## src/rtl/cv_ctrl_pkg.sv

```systemverilog
// cv_ctrl_pkg: shared quadrature types, step classification and read-data bit positions
package cv_ctrl_pkg;
  typedef logic [1:0] quad_t;
  typedef enum logic [1:0] {STEP_NONE, STEP_FWD, STEP_REV, STEP_ILL} step_e;
  localparam quad_t QUAD_RST = 2'b11;
  localparam int D_P1  = 0;
  localparam int D_P4  = 1;
  localparam int D_P2  = 2;
  localparam int D_P3  = 3;
  localparam int D_ONE = 4;
  localparam int D_P7  = 5;
  localparam int D_P6  = 6;
  localparam int D_DIR = 7;
  // Gray-coded {A,B} mapped to a position so the step is a mod-4 difference
  function automatic logic [1:0] quad_pos(quad_t q);
    return {q[1], q[1] ^ q[0]};
  endfunction
  function automatic step_e quad_step(quad_t from, quad_t to);
    logic [1:0] d;
    d = quad_pos(to) - quad_pos(from);
    return d == 2'd1 ? STEP_FWD : d == 2'd3 ? STEP_REV : d == 2'd2 ? STEP_ILL : STEP_NONE;
  endfunction
endpackage

```

## src/rtl/cv_ctrl_multi_if.sv

```systemverilog
// cv_ctrl_multi_if: host read bus of the controller block (port select, read strobe, data, interrupt)
interface cv_ctrl_multi_if #(
  parameter int NUM_PORTS = 2
);
  localparam int PW = NUM_PORTS > 1 ? $clog2(NUM_PORTS) : 1;
  logic [PW-1:0] port_sel_i;
  logic          rd_i;
  logic [7:0]    d_o;
  logic          int_n_o;
  modport master (output port_sel_i, rd_i, input d_o, int_n_o);
  modport slave  (input port_sel_i, rd_i, output d_o, int_n_o);
endinterface

```

## src/rtl/cv_quad_dec.sv

```systemverilog
// cv_quad_dec: filters synchronised A/B samples and classifies accepted transitions as steps
module cv_quad_dec
  import cv_ctrl_pkg::*;
#(
  parameter int FILT_LEN = 3
) (
  input  logic  clk_i,
  input  logic  reset_n_i,
  input  logic  en_i,
  input  logic  a_i,
  input  logic  b_i,
  output step_e step_o,
  output logic  dir_o
);
  localparam int CW = $clog2(FILT_LEN + 1);
  quad_t acc_q, cand_q, s;
  logic [CW-1:0] cnt_q, run;
  logic take;
  assign s = {a_i, b_i};
  assign run = (s == cand_q && cnt_q != '0) ? cnt_q + 1'b1 : CW'(1);
  assign take = en_i && s != acc_q && run >= CW'(FILT_LEN);
  assign step_o = take ? quad_step(acc_q, s) : STEP_NONE;
  // Illegal jumps still move the accepted state so the decoder resynchronises
  always_ff @(posedge clk_i or negedge reset_n_i)
    if (!reset_n_i) begin
      acc_q  <= QUAD_RST;
      cand_q <= QUAD_RST;
      cnt_q  <= '0;
      dir_o  <= 1'b0;
    end else if (en_i) begin
      cand_q <= s;
      cnt_q  <= (s == acc_q || take) ? '0 : run;
      if (take) acc_q <= s;
      if (step_o == STEP_FWD || step_o == STEP_REV) dir_o <= step_o == STEP_FWD;
    end
endmodule

```

## src/rtl/cv_ctrl_multi.sv

```systemverilog
// cv_ctrl_multi: multi-port controller interface with pin sync and read mux;
// spinner quadrature decoding and interrupt are built only when CV_CTRL_QUAD_EN is defined.
module cv_ctrl_multi
  import cv_ctrl_pkg::*;
#(
  parameter int NUM_PORTS   = 2,
  parameter int SYNC_STAGES = 2,
  parameter int FILT_LEN    = 3
) (
  input  logic                 clk_i,
  input  logic                 reset_n_i,
  input  logic                 clk_en_3m58_i,
  input  logic                 ctrl_en_key_n_i,
  input  logic                 ctrl_en_joy_n_i,
  input  logic [NUM_PORTS-1:0] ctrl_p1_i,
  input  logic [NUM_PORTS-1:0] ctrl_p2_i,
  input  logic [NUM_PORTS-1:0] ctrl_p3_i,
  input  logic [NUM_PORTS-1:0] ctrl_p4_i,
  input  logic [NUM_PORTS-1:0] ctrl_p6_i,
  input  logic [NUM_PORTS-1:0] ctrl_p7_i,
  input  logic [NUM_PORTS-1:0] ctrl_p9_i,
  output logic [NUM_PORTS-1:0] ctrl_p5_o,
  output logic [NUM_PORTS-1:0] ctrl_p8_o,
  cv_ctrl_multi_if.slave       bus
);
  logic [SYNC_STAGES-1:0][6:0][NUM_PORTS-1:0] sync_q;
  logic [6:0][NUM_PORTS-1:0] pins;
  logic [NUM_PORTS-1:0] s_p1, s_p2, s_p3, s_p4, s_p6, s_p7, s_p9, dir;
  logic sel_q, valid;
  logic [7:0] d;
  assign pins = {ctrl_p9_i, ctrl_p7_i, ctrl_p6_i, ctrl_p4_i, ctrl_p3_i, ctrl_p2_i, ctrl_p1_i};
  assign {s_p9, s_p7, s_p6, s_p4, s_p3, s_p2, s_p1} = sync_q[SYNC_STAGES-1];
  always_ff @(posedge clk_i or negedge reset_n_i)
    if (!reset_n_i) sync_q <= '1;
    else sync_q <= {sync_q[SYNC_STAGES-2:0], pins};
  // Exactly one strobe low selects the mode; key strobe low means joystick select (0)
  always_ff @(posedge clk_i or negedge reset_n_i)
    if (!reset_n_i) sel_q <= 1'b0;
    else if (clk_en_3m58_i && (ctrl_en_key_n_i ^ ctrl_en_joy_n_i)) sel_q <= ctrl_en_key_n_i;
  assign ctrl_p5_o = {NUM_PORTS{sel_q}};
  assign ctrl_p8_o = {NUM_PORTS{~sel_q}};
  assign valid = int'(bus.port_sel_i) < NUM_PORTS;
  always_comb begin
    d = 8'hFF;
    if (valid) begin
      d[D_DIR] = dir[bus.port_sel_i];
      d[D_P6]  = s_p6[bus.port_sel_i];
      d[D_P7]  = s_p7[bus.port_sel_i];
      d[D_ONE] = 1'b1;
      d[D_P3]  = s_p3[bus.port_sel_i];
      d[D_P2]  = s_p2[bus.port_sel_i];
      d[D_P4]  = s_p4[bus.port_sel_i];
      d[D_P1]  = s_p1[bus.port_sel_i];
    end
  end
  assign bus.d_o = d;
`ifdef CV_CTRL_QUAD_EN
  step_e step [NUM_PORTS];
  logic [NUM_PORTS-1:0] pend_q, legal, clr;
  logic int_n_q;
  for (genvar i = 0; i < NUM_PORTS; i++) begin : g_dec
    cv_quad_dec #(.FILT_LEN(FILT_LEN)) u_dec (
      .clk_i     (clk_i),
      .reset_n_i (reset_n_i),
      .en_i      (clk_en_3m58_i),
      .a_i       (s_p7[i]),
      .b_i       (s_p9[i]),
      .step_o    (step[i]),
      .dir_o     (dir[i])
    );
    assign legal[i] = step[i] == STEP_FWD || step[i] == STEP_REV;
    assign clr[i]   = bus.rd_i && valid && int'(bus.port_sel_i) == i;
  end
  // A step in the same cycle as the read keeps the port pending
  always_ff @(posedge clk_i or negedge reset_n_i)
    if (!reset_n_i) begin
      pend_q  <= '0;
      int_n_q <= 1'b1;
    end else begin
      pend_q  <= legal | (pend_q & ~clr);
      int_n_q <= ~|pend_q;
    end
  assign bus.int_n_o = int_n_q;
`else
  logic unused_quad;
  assign dir = '0;
  assign bus.int_n_o = 1'b1;
  assign unused_quad = ^{s_p9, bus.rd_i};
`endif
endmodule

```

## src/flat_wrapper.sv

```systemverilog
// flat-port wrapper written by rule: the top's interface ports become plain ports
module cv_ctrl_multi_flat import cv_ctrl_pkg::*;
#(
  parameter int NUM_PORTS   = 2,
  parameter int SYNC_STAGES = 2,
  parameter int FILT_LEN    = 3
)
  (clk_i, reset_n_i, clk_en_3m58_i, ctrl_en_key_n_i, ctrl_en_joy_n_i, ctrl_p1_i, ctrl_p2_i, ctrl_p3_i, ctrl_p4_i, ctrl_p6_i, ctrl_p7_i, ctrl_p9_i, ctrl_p5_o, ctrl_p8_o, bus_port_sel_i, bus_rd_i, bus_d_o, bus_int_n_o);
  cv_ctrl_multi_if #(.NUM_PORTS(NUM_PORTS)) bus_i ();
  input  logic clk_i;
  input  logic reset_n_i;
  input  logic clk_en_3m58_i;
  input  logic ctrl_en_key_n_i;
  input  logic ctrl_en_joy_n_i;
  input  logic [NUM_PORTS-1:0] ctrl_p1_i;
  input  logic [NUM_PORTS-1:0] ctrl_p2_i;
  input  logic [NUM_PORTS-1:0] ctrl_p3_i;
  input  logic [NUM_PORTS-1:0] ctrl_p4_i;
  input  logic [NUM_PORTS-1:0] ctrl_p6_i;
  input  logic [NUM_PORTS-1:0] ctrl_p7_i;
  input  logic [NUM_PORTS-1:0] ctrl_p9_i;
  output logic [NUM_PORTS-1:0] ctrl_p5_o;
  output logic [NUM_PORTS-1:0] ctrl_p8_o;
  input wire logic [$bits(bus_i.port_sel_i)-1:0] bus_port_sel_i;
  input wire logic [$bits(bus_i.rd_i)-1:0] bus_rd_i;
  output wire logic [$bits(bus_i.d_o)-1:0] bus_d_o;
  output wire logic [$bits(bus_i.int_n_o)-1:0] bus_int_n_o;
  assign bus_i.port_sel_i = bus_port_sel_i;
  assign bus_i.rd_i = bus_rd_i;
  assign bus_d_o = bus_i.d_o;
  assign bus_int_n_o = bus_i.int_n_o;
  cv_ctrl_multi #(.NUM_PORTS(NUM_PORTS), .SYNC_STAGES(SYNC_STAGES), .FILT_LEN(FILT_LEN)) u_core (.clk_i(clk_i), .reset_n_i(reset_n_i), .clk_en_3m58_i(clk_en_3m58_i), .ctrl_en_key_n_i(ctrl_en_key_n_i), .ctrl_en_joy_n_i(ctrl_en_joy_n_i), .ctrl_p1_i(ctrl_p1_i), .ctrl_p2_i(ctrl_p2_i), .ctrl_p3_i(ctrl_p3_i), .ctrl_p4_i(ctrl_p4_i), .ctrl_p6_i(ctrl_p6_i), .ctrl_p7_i(ctrl_p7_i), .ctrl_p9_i(ctrl_p9_i), .ctrl_p5_o(ctrl_p5_o), .ctrl_p8_o(ctrl_p8_o), .bus(bus_i));
endmodule
```

## config.mk

```make
export PLATFORM = sky130hd
export DESIGN_NAME = cv_ctrl_multi_flat
export DESIGN_NICKNAME = d
export VERILOG_FILES = /design/src/rtl/cv_ctrl_pkg.sv /design/src/rtl/cv_ctrl_multi_if.sv /design/src/rtl/cv_quad_dec.sv /design/src/rtl/cv_ctrl_multi.sv /design/src/flat_wrapper.sv
export SDC_FILE = /design/constraint.sdc
export NUM_CORES = 1
export LEC_CHECK = 0
export ABC_AREA = 1
export BUFFER_PORTS_ARGS = -buffer_cell sky130_fd_sc_hd__buf_2
export CAP_MARGIN = 20
export CORE_MARGIN = 2
export CORE_UTILIZATION = 48
export CTS_BUF_LIST = sky130_fd_sc_hd__clkbuf_8
export DETAILED_ROUTE_END_ITERATION = 12
export PLACE_DENSITY = 0.8
export SLEW_MARGIN = 15
export SYNTH_ARGS = -nofsm -noshare
export SYNTH_HDL_FRONTEND = slang
export SYNTH_SLANG_ARGS = --single-unit
```

## constraint.sdc

```tcl
create_clock -name clk_i -period 0.85 [get_ports clk_i]
set_input_delay 0.085 -clock clk_i [delete_from_list [all_inputs] [get_ports clk_i]]
set_output_delay 0.085 -clock clk_i [all_outputs]
set_load 0.05 [all_outputs]
```

==> flow_summary.json, run 1 <==
{
  "fin_setup_tns_ps": -3180,
  "path_cells": "inv_2, o21ai_4, buf_6",
  "start_util_pct": 49.8,
  "synth-seq-cells": 25,
  "required_ps": 760,
  "irDropWorstVdd_v": 0.00197,
  "clock_latency_ps": 260,
  "clkSlewWorstSetupHoldPaths_ps": 90,
  "whs_ps": 130,
  "nNetsFinal": 128,
  "clock_power_share_pct": 25.8,
  "drtPass1Iterations": 1,
  "fin_skew_ps": 5.35,
  "p_sw_mw": 0.756,
  "holdPathStages": 4,
  "violations": "setup timing",
  "setup_viol": 11,
  "total_power_mw": 2.65,
  "place_ws_ps": -173,
  "grt_pass1_wl_mm": 2.24,
  "syn_to_final_growth_pct": 59.1,
  "syn-cell-area_sq_um": 832,
  "r2r_start": "u_core.sel_q",
  "hpwl_um": 814,
  "slowest_delay_ps": 530,
  "grt_overflow": 0,
  "dp.cells": 102,
  "rows": 15,
  "min_path_type": "input pin to flip-flop",
  "rr_worst_depth": 5,
  "yosys_warnings": 0,
  "rsz0062_at_grt": "yes",
  "period_needed_ps": 1210,
  "setup.worst_path.end_class": "output pin",
  "grt_antenna_before_repair": 0,
  "powerDensity_nw_per_um2": 2010,
  "synth_cell_types": 11,
  "htreeDepth": 1,
  "wl_per_cell_um": 11.9,
  "start_kind": "flip-flop",
  "initialDrtViolationCount": 0,
  "syn_area_per_cell_sq_um": 13.6,
  "crit_buf_inv": 2,
  "fmax_ghz": 0.826,
  "core-area_sq_um": 1670,
  "worstMarginPinSlew_ps": 500,
  "grt_max_degree": 26,
  "yosys.area.top_type": "dfstp_2",
  "diodes": 0,
  "drc": 0,
  "path_delay_family": "flip-flops",
  "track_usage_pct": 16.2,
  "seqPwrFrac_pct": 50.4,
  "yosysTopAreaCellShare_pct": 75.8,
  "antenna_left": 0,
  "fin_crit_sh_pct": 142,
  "vias": 512,
  "io_pins": 34,
  "synth_area_leaders": "dfstp_2, buf_4, nand2_1",
  "clockRootBuffer": "clkbuf_8",
  "drv_slew": 0,
  "hold_start": "ctrl_en_joy_n_i",
  "drv_cap": 0,
  "hold_path_end": "u_core.sel_q",
  "combPwrFrac_pct": 23.8,
  "rrSetupSlack_ps": -160,
  "fin_ws_ps": -360,
  "cts_tree": "yes",
  "switching_share_pct": 28.5,
  "port_buffers": 27,
  "placement.cell_area_sq_um": 1030,
  "die_x_um": 45.6,
  "status": "finished, violations left",
  "hold_viol_final": 0,
  "slew-limit-headroom_pct": 66.7,
  "power.internal_mw": 1.90,
  "gp_congestion": 0.581,
  "first_global_vias": 492,
  "fin_area_sq_um": 1320,
  "seq_area_frac_synth_pct": 78.8,
  "drive_gt1_share_pct": 75.5,
  "clockBufferDepth": 2,
  "cp.arrival_ps": 1130,
  "utilization_pct": 79.3,
  "drt_wl_total_mm": 1.46,
  "cts_made_buffers": 3,
  "die_h_um": 45.6,
  "die_area_sq_um": 2080,
  "fin_cells": 123,
  "cp_slowest_cell": "dfstp_2",
  "viasPerCell": 4.16,
  "critPathMaxFanout": 1,
  "worstSetupPathType": "flip-flop to output pin",
  "reg2reg_to": "u_core.sel_q",
  "power_leakage_nw": 0.604,
  "netlist_instances": 61,
  "cts_sinks": 25
}
## sequential cells by signal (all words and copies together), names as in the netlist
signal         count
u_core.s_p3        2
u_core.s_p4        2
u_core.s_p1        2
u_core.s_p6        2
u_core.s_p7        2
u_core.sel_q       1
u_core.s_p2        2
u_core.sync_q     12
## power by group through the flow
stage | registers (mW) | logic (mW) | clock network, mW
2_1_floorplan | 1.34 | 0.355 | 0
3_3_place_gp | 1.34 | 0.421 | 0
3_5_place_dp | 1.35 | 0.430 | 0
4_1_cts | 1.34 | 0.572 | 0.686
5_1_grt | 1.34 | 0.665 | 0.758
6_report | 1.34 | 0.631 | 0.686
## worst max-delay path by stage
stage	start	end	slack [ps]	depth (start not counted)
floorplan	u_core.sel_q	ctrl_p8_o[1]	-170	2
CTS	u_core.s_p3[0]	bus_d_o[3]	-360	3
detailed placement	u_core.s_p3[1]	bus_d_o[3]	-170	3
finish	u_core.s_p3[0]	bus_d_o[3]	-360	3
global placement	u_core.s_p4[0]	bus_d_o[1]	-140	3
global route	u_core.s_p3[0]	bus_d_o[3]	-400	3
## metal layers
metal	track usage, %	up-vias	wire length (um)
met3	3.57	2	58
met4	7.06	0	19
met5	0	-	0
met2	25.6	19	726
li1	-	258	-
met1	21.5	233	659
## synth_stat cells
master / instances
o21ai_2: 1
buf_6: 1
buf_4: 6
o21ai_1: 3
nand2_1: 11
o21ai_0: 2
nor2_1: 1
dfstp_2: 24
conb_1: 2
dfrtp_1: 1
inv_1: 9
## final cells by class
| class | instances | area (sq um) |
|---|---|---|
| clock buffer | 3 | 41.3 |
| inverter | 9 | 37.5 |
| timing repair buffer | 47 | 395 |
| tap | 17 | 21.3 |
| fill | 100 | 347 |
| multi-input combinational | 21 | 164 |
| sequential | 25 | 657 |
| clock inverter | 1 | 7.51 |
## worst min-delay path, stage by stage
cell,delay (ps)
buf_2,80
nor2_1,40
nand2_1,60
nand2_1,80
## cell families after synthesis
| group | count (synthesis) | synth area share [%] |
|---|---|---|
| AO/OA/AOI/OAI | 6 | 4.06 |
| buffers and inverters | 16 | 10.8 |
| flip-flops | 25 | 78.8 |
| other | 2 | 0.903 |
| AND/OR/NAND/NOR | 12 | 5.41 |
## what timing repair did
action	in CTS	in global routing
resized for setup	30	5
hold endpoints to repair	13	0
hold buffers	13	0
setup buffers	2	2
endpoints found under the setup margin	10	11
## placed cells by master, fill, tap and decap left out, drive strengths merged
cell type,instances
inv,8
clkbuf,3
nor2,1
conb,3
dfstp,24
dlygate4sd3,13
clkinvlp,2
o21ai,6
buf,34
nand2,11
dfrtp,1
No activity file was read; power rests on OpenSTA's default activity.
==> run 2: changes to the inputs <==
CORE_UTILIZATION = 43   (was 48)
PLACE_DENSITY = 0.75   (was 0.8)
clock period = 1.1 ns   (was 0.85 ns; I/O delays follow)
==> flow_summary.json, run 2 (synthesis gave the netlist of run 1 again) <==
{
  "status": "finished, violations left",
  "violations": "setup timing",
  "vias": 483,
  "cp_slowest_cell": "dfstp_2",
  "met1_usage_pct": 15.7,
  "rrSetupSlack_ps": 290,
  "viasPerCell": 3.86,
  "period_needed_ps": 1220,
  "die_x_um": 48.0,
  "fin_area_sq_um": 1200,
  "grt_overflow": 0,
  "crit_buf_inv": 2,
  "grt_max_degree": 26,
  "cts_sinks": 25,
  "core-area_sq_um": 1760,
  "fin_cells": 125,
  "final_common_cell": "dfstp_2",
  "htreeDepth": 1,
  "start_kind": "flip-flop",
  "rows": 15,
  "cp.arrival_ps": 1110,
  "hold_viol_final": 0,
  "final_cell_mix": "dfstp_2, buf_2, dlygate4sd3_1",
  "powerDensity_nw_per_um2": 1590,
  "wl_per_cell_um": 9.63,
  "top_usage_layer": "met2",
  "clockRootBuffer": "clkbuf_8",
  "clkSlewWorstSetupHoldPaths_ps": 80,
  "grt_use_met3_pct": 1.51,
  "regMostFlops": "u_core.sync_q",
  "nNetsFinal": 122,
  "hold_path_end": "u_core.sel_q",
  "dp.cells": 107,
  "cts_tree": "yes",
  "fin_crit_sh_pct": 111,
  "port_buffers": 27,
  "syn_to_final_growth_pct": 44.7,
  "grt_antenna_before_repair": 0,
  "drv_slew": 0,
  "power_leakage_nw": 0.562,
  "r2r_start": "u_core.sel_q",
  "clockBufferDepth": 2,
  "irDropWorstVdd_v": 0.00111,
  "track_usage_pct": 13.0,
  "total_power_mw": 1.91,
  "first_global_vias": 471,
  "hpwl_um": 797,
  "fin_ws_ps": -119,
  "die_area_sq_um": 2300,
  "largest_register_ffs": 12,
  "gp_congestion": 0.622,
  "critPathMaxFanout": 1,
  "path_cells": "inv_2, o21ai_2, buf_6",
  "drtPass1Iterations": 3,
  "initialDrtViolationCount": 5,
  "drv_cap": 0,
  "slowest_delay_ps": 530,
  "cts_made_buffers": 3,
  "placement.cell_area_sq_um": 965,
  "drive_gt1_share_pct": 70.0,
  "rr_worst_depth": 4,
  "holdPathStages": 4,
  "utilization_pct": 68.2,
  "clock_latency_ps": 260,
  "drt_wl_total_mm": 1.20,
  "setup.worst_path.end_class": "output pin",
  "worstSetupPathType": "flip-flop to output pin",
  "setup_viol": 6,
  "reg2reg_to": "u_core.sel_q",
  "diodes": 0,
  "min_path_type": "input pin to flip-flop",
  "required_ps": 990,
  "path_delay_family": "flip-flops",
  "fmax_ghz": 0.821,
  "fin_setup_tns_ps": -637,
  "fin_skew_ps": 0.784,
  "die_h_um": 48.0,
  "antenna_left": 0,
  "use_met2_pct": 21.1,
  "start_util_pct": 47.2,
  "rsz0062_at_grt": "yes",
  "hold_start": "ctrl_en_joy_n_i",
  "io_pins": 34,
  "drc": 0,
  "grt_pass1_wl_mm": 1.93
}
run 2: cell types whose count changed in the layout (fill, tap and decap cells not counted), sizes merged:
cell and change:
buf -6, clkinv +1, clkinvlp -1
run 2: metrics by stage:
step	setup slack [ps]	hold slack, ps
finish	-119	93.9
global route	-163	123
CTS	-132	98.6
detailed placement	85.3	99.4
global placement	92.5	92.1
floorplan	-237	-186
run 2: cell type report:
type / instances / area [sq um]
clock buffers: 3 / 41.3
clock inverters: 1 / 5.00
fillers: 127 / 561
inverters: 9 / 37.5
multi-input cells: 21 / 109
flip-flops and latches: 25 / 657
well taps: 25 / 31.3
repair buffers: 41 / 323
run 2: worst max-delay path by stage:
stage | start | to | cells after the start
2_1_floorplan | u_core.s_p2[0] | bus_d_o[2] | 2
3_3_place_gp | u_core.s_p7[0] | bus_d_o[5] | 3
3_5_place_dp | u_core.s_p6[0] | bus_d_o[6] | 3
4_1_cts | u_core.s_p7[0] | bus_d_o[5] | 3
5_1_grt | u_core.s_p2[0] | bus_d_o[2] | 3
6_report | u_core.s_p7[0] | bus_d_o[5] | 3
run 2: what timing repair did:
| item | in CTS | in global routing |
|---|---|---|
| hold endpoints to repair | 13 | 0 |
| setup endpoints to repair | 10 | 10 |
| hold buffers | 13 | 0 |
| pin swaps | 3 | 3 |
| setup buffers | 1 | 0 |
| resized for setup | 23 | 1 |
run 2: routing by layer:
metal / share of wire [%] / vias up
li1: - / 246
met1: 39 / 217
met2: 56 / 18
met3: 4.1 / 2
met4: 1.2 / 0
met5: 0 / -
run 2: power breakdown:
group	total, mW	switching (mW)	internal, mW	leakage [nW]
registers	1.03	0.0220	1.01	0.263
clock network	0.498	0.246	0.252	0.0255
logic	0.387	0.248	0.139	0.273
total	1.91	0.517	1.40	0.562
run 2: worst min-delay path, cell delays in order:
cell and delay, ps:
buf_2 80, nor2_1 40, nand2_1 50, nand2_1 40
==> run 3: changes to the inputs <==
PLACE_DENSITY = default   (was 0.75)
PLACE_DENSITY_LB_ADDON = 0.3   (was default)
RECOVER_POWER = 25   (was default)
==> flow_summary.json, run 3 (synthesis gave the netlist of run 1 again) <==
{
  "drc": 0,
  "fin_ws_ps": -113,
  "seqPwrFrac_pct": 53.4,
  "track_usage_pct": 12.5,
  "whs_ps": 87.0,
  "combPwrFrac_pct": 20.5,
  "wl_per_cell_um": 9.69,
  "power_leakage_nw": 0.565,
  "drv_cap": 0,
  "syn_to_final_growth_pct": 45.1,
  "grt_antenna_before_repair": 0,
  "required_ps": 990,
  "switching_share_pct": 27.3,
  "fin_cells": 125,
  "rsz0062_at_grt": "yes",
  "power.internal_mw": 1.40,
  "grt_max_degree": 26,
  "cts_tree": "yes",
  "clockRootBuffer": "clkbuf_8",
  "dp.cells": 107,
  "gp_congestion": 0.673,
  "crit_start": "u_core.s_p6[0]",
  "cts_made_buffers": 3,
  "vias": 508,
  "period_needed_ps": 1210,
  "setup_viol": 6,
  "p_sw_mw": 0.524,
  "grt_pass1_wl_mm": 1.94,
  "core-area_sq_um": 1760,
  "initialDrtViolationCount": 3,
  "die_x_um": 48.0,
  "r2r_start": "u_core.sel_q",
  "top_layer": "met4",
  "rows": 15,
  "drv_slew": 0,
  "critPathMaxFanout": 1,
  "port_buffers": 27,
  "die_h_um": 48.0,
  "fin_crit_sh_pct": 110,
  "fin_skew_ps": 0.942,
  "final_cell_mix": "dfstp_2, buf_2, dlygate4sd3_1",
  "clock_latency_ps": 260,
  "status": "finished, violations left",
  "crit_end": "bus_d_o[6]",
  "largest_register_ffs": 12,
  "met1_length_um": 510,
  "antenna_left": 0,
  "min_path_type": "input pin to flip-flop",
  "drtPass1Iterations": 4,
  "met3_length_um": 62,
  "rr_worst_depth": 5,
  "powerDensity_nw_per_um2": 1590,
  "hold_start": "ctrl_en_joy_n_i",
  "hpwl_um": 734,
  "n_fill_cell": 134,
  "reg2reg_to": "u_core.sel_q",
  "diodes": 0,
  "die_area_sq_um": 2300,
  "rrSetupSlack_ps": 200,
  "fmax_ghz": 0.825,
  "clkSlewWorstSetupHoldPaths_ps": 80,
  "start_util_pct": 47.2,
  "drt_wl_total_mm": 1.21,
  "setup.worst_path.end_class": "output pin",
  "regMostFlops": "u_core.sync_q",
  "fin_setup_tns_ps": -636,
  "final_common_cell": "dfstp_2",
  "clock_power_share_pct": 26.1,
  "grt_overflow": 0,
  "cp.arrival_ps": 1100,
  "start_kind": "flip-flop",
  "irDropWorstVdd_v": 0.00119,
  "htreeDepth": 1,
  "nNetsFinal": 122,
  "cts_sinks": 25,
  "worstSetupPathType": "flip-flop to output pin",
  "viasPerCell": 4.06,
  "holdPathStages": 4,
  "hold_viol_final": 0,
  "violations": "setup timing",
  "first_global_vias": 488,
  "io_pins": 34,
  "clockBufferDepth": 2,
  "drive_gt1_share_pct": 69.0,
  "met2_length_um": 628
}
run 3: changes by cell type in the layout (fill, tap and decap cells not counted), sizes merged:
cell    change
inv         +1
clkinv      -1
run 3: layout make-up:
| cell class | count | area (sq um) | share of cell area, % |
|---|---|---|---|
| Clock buffer | 3 | 41.3 | 3.42 |
| Sequential cell | 25 | 657 | 54.4 |
| Timing Repair Buffer | 41 | 328 | 27.2 |
| Multi-Input combinational cell | 21 | 109 | 9.02 |
| Clock inverter | 1 | 3.75 | 0.311 |
| Tap cell | 25 | 31.3 | 2.59 |
| Inverter | 9 | 37.5 | 3.11 |
run 3: critical path, stage by stage, from the launching register on:
cell and delay [ps]:
dfstp_2 530, inv_2 30, o21ai_2 110, buf_6 170
run 3: worst min-delay path by stage:
| stage | endpoint | slack, ps |
|---|---|---|
| detailed placement | u_core.sel_q | 110 |
| global route | u_core.sel_q | 90 |
| finish | u_core.sel_q | 90 |
| floorplan | u_core.sel_q | -190 |
| CTS | u_core.sel_q | 90 |
| global placement | u_core.sel_q | 100 |
run 3: power by group through the flow:
| stage | clock network [mW] | logic [mW] | registers (mW) |
|---|---|---|---|
| global placement | 0 | 0.297 | 1.04 |
| finish | 0.501 | 0.395 | 1.03 |
| detailed placement | 0 | 0.301 | 1.04 |
| global route | 0.551 | 0.419 | 1.03 |
| floorplan | 0 | 0.249 | 1.03 |
| CTS | 0.517 | 0.380 | 1.03 |
run 3: layer usage:
metal  up-vias  global-route usage, %
met1       239                   15.7
met4         0                   8.11
met5         -                      0
li1        247                      -
met2        20                   20.5
met3         2                   1.13
run 3: what timing repair did:
action / in CTS / in global routing
hold buffers: 13 / 0
gates resized for setup: 23 / 5
endpoints found under the setup margin: 8 / 10
buffers inserted: 0 / 1
endpoints found under the hold margin: 13 / 0
run 3: per-stage QoR:
stage	power, mW	setup slack (ps)	utilization (%)	cell area, sq um
after floorplan	1.28	-237	-	855
after global placement	1.33	91.4	54.7	965
after detailed placement	1.34	92.6	54.7	965
after CTS	1.92	-119	67.7	1190
after global routing	2.00	-155	68.4	1210
final	1.92	-113	68.4	1210
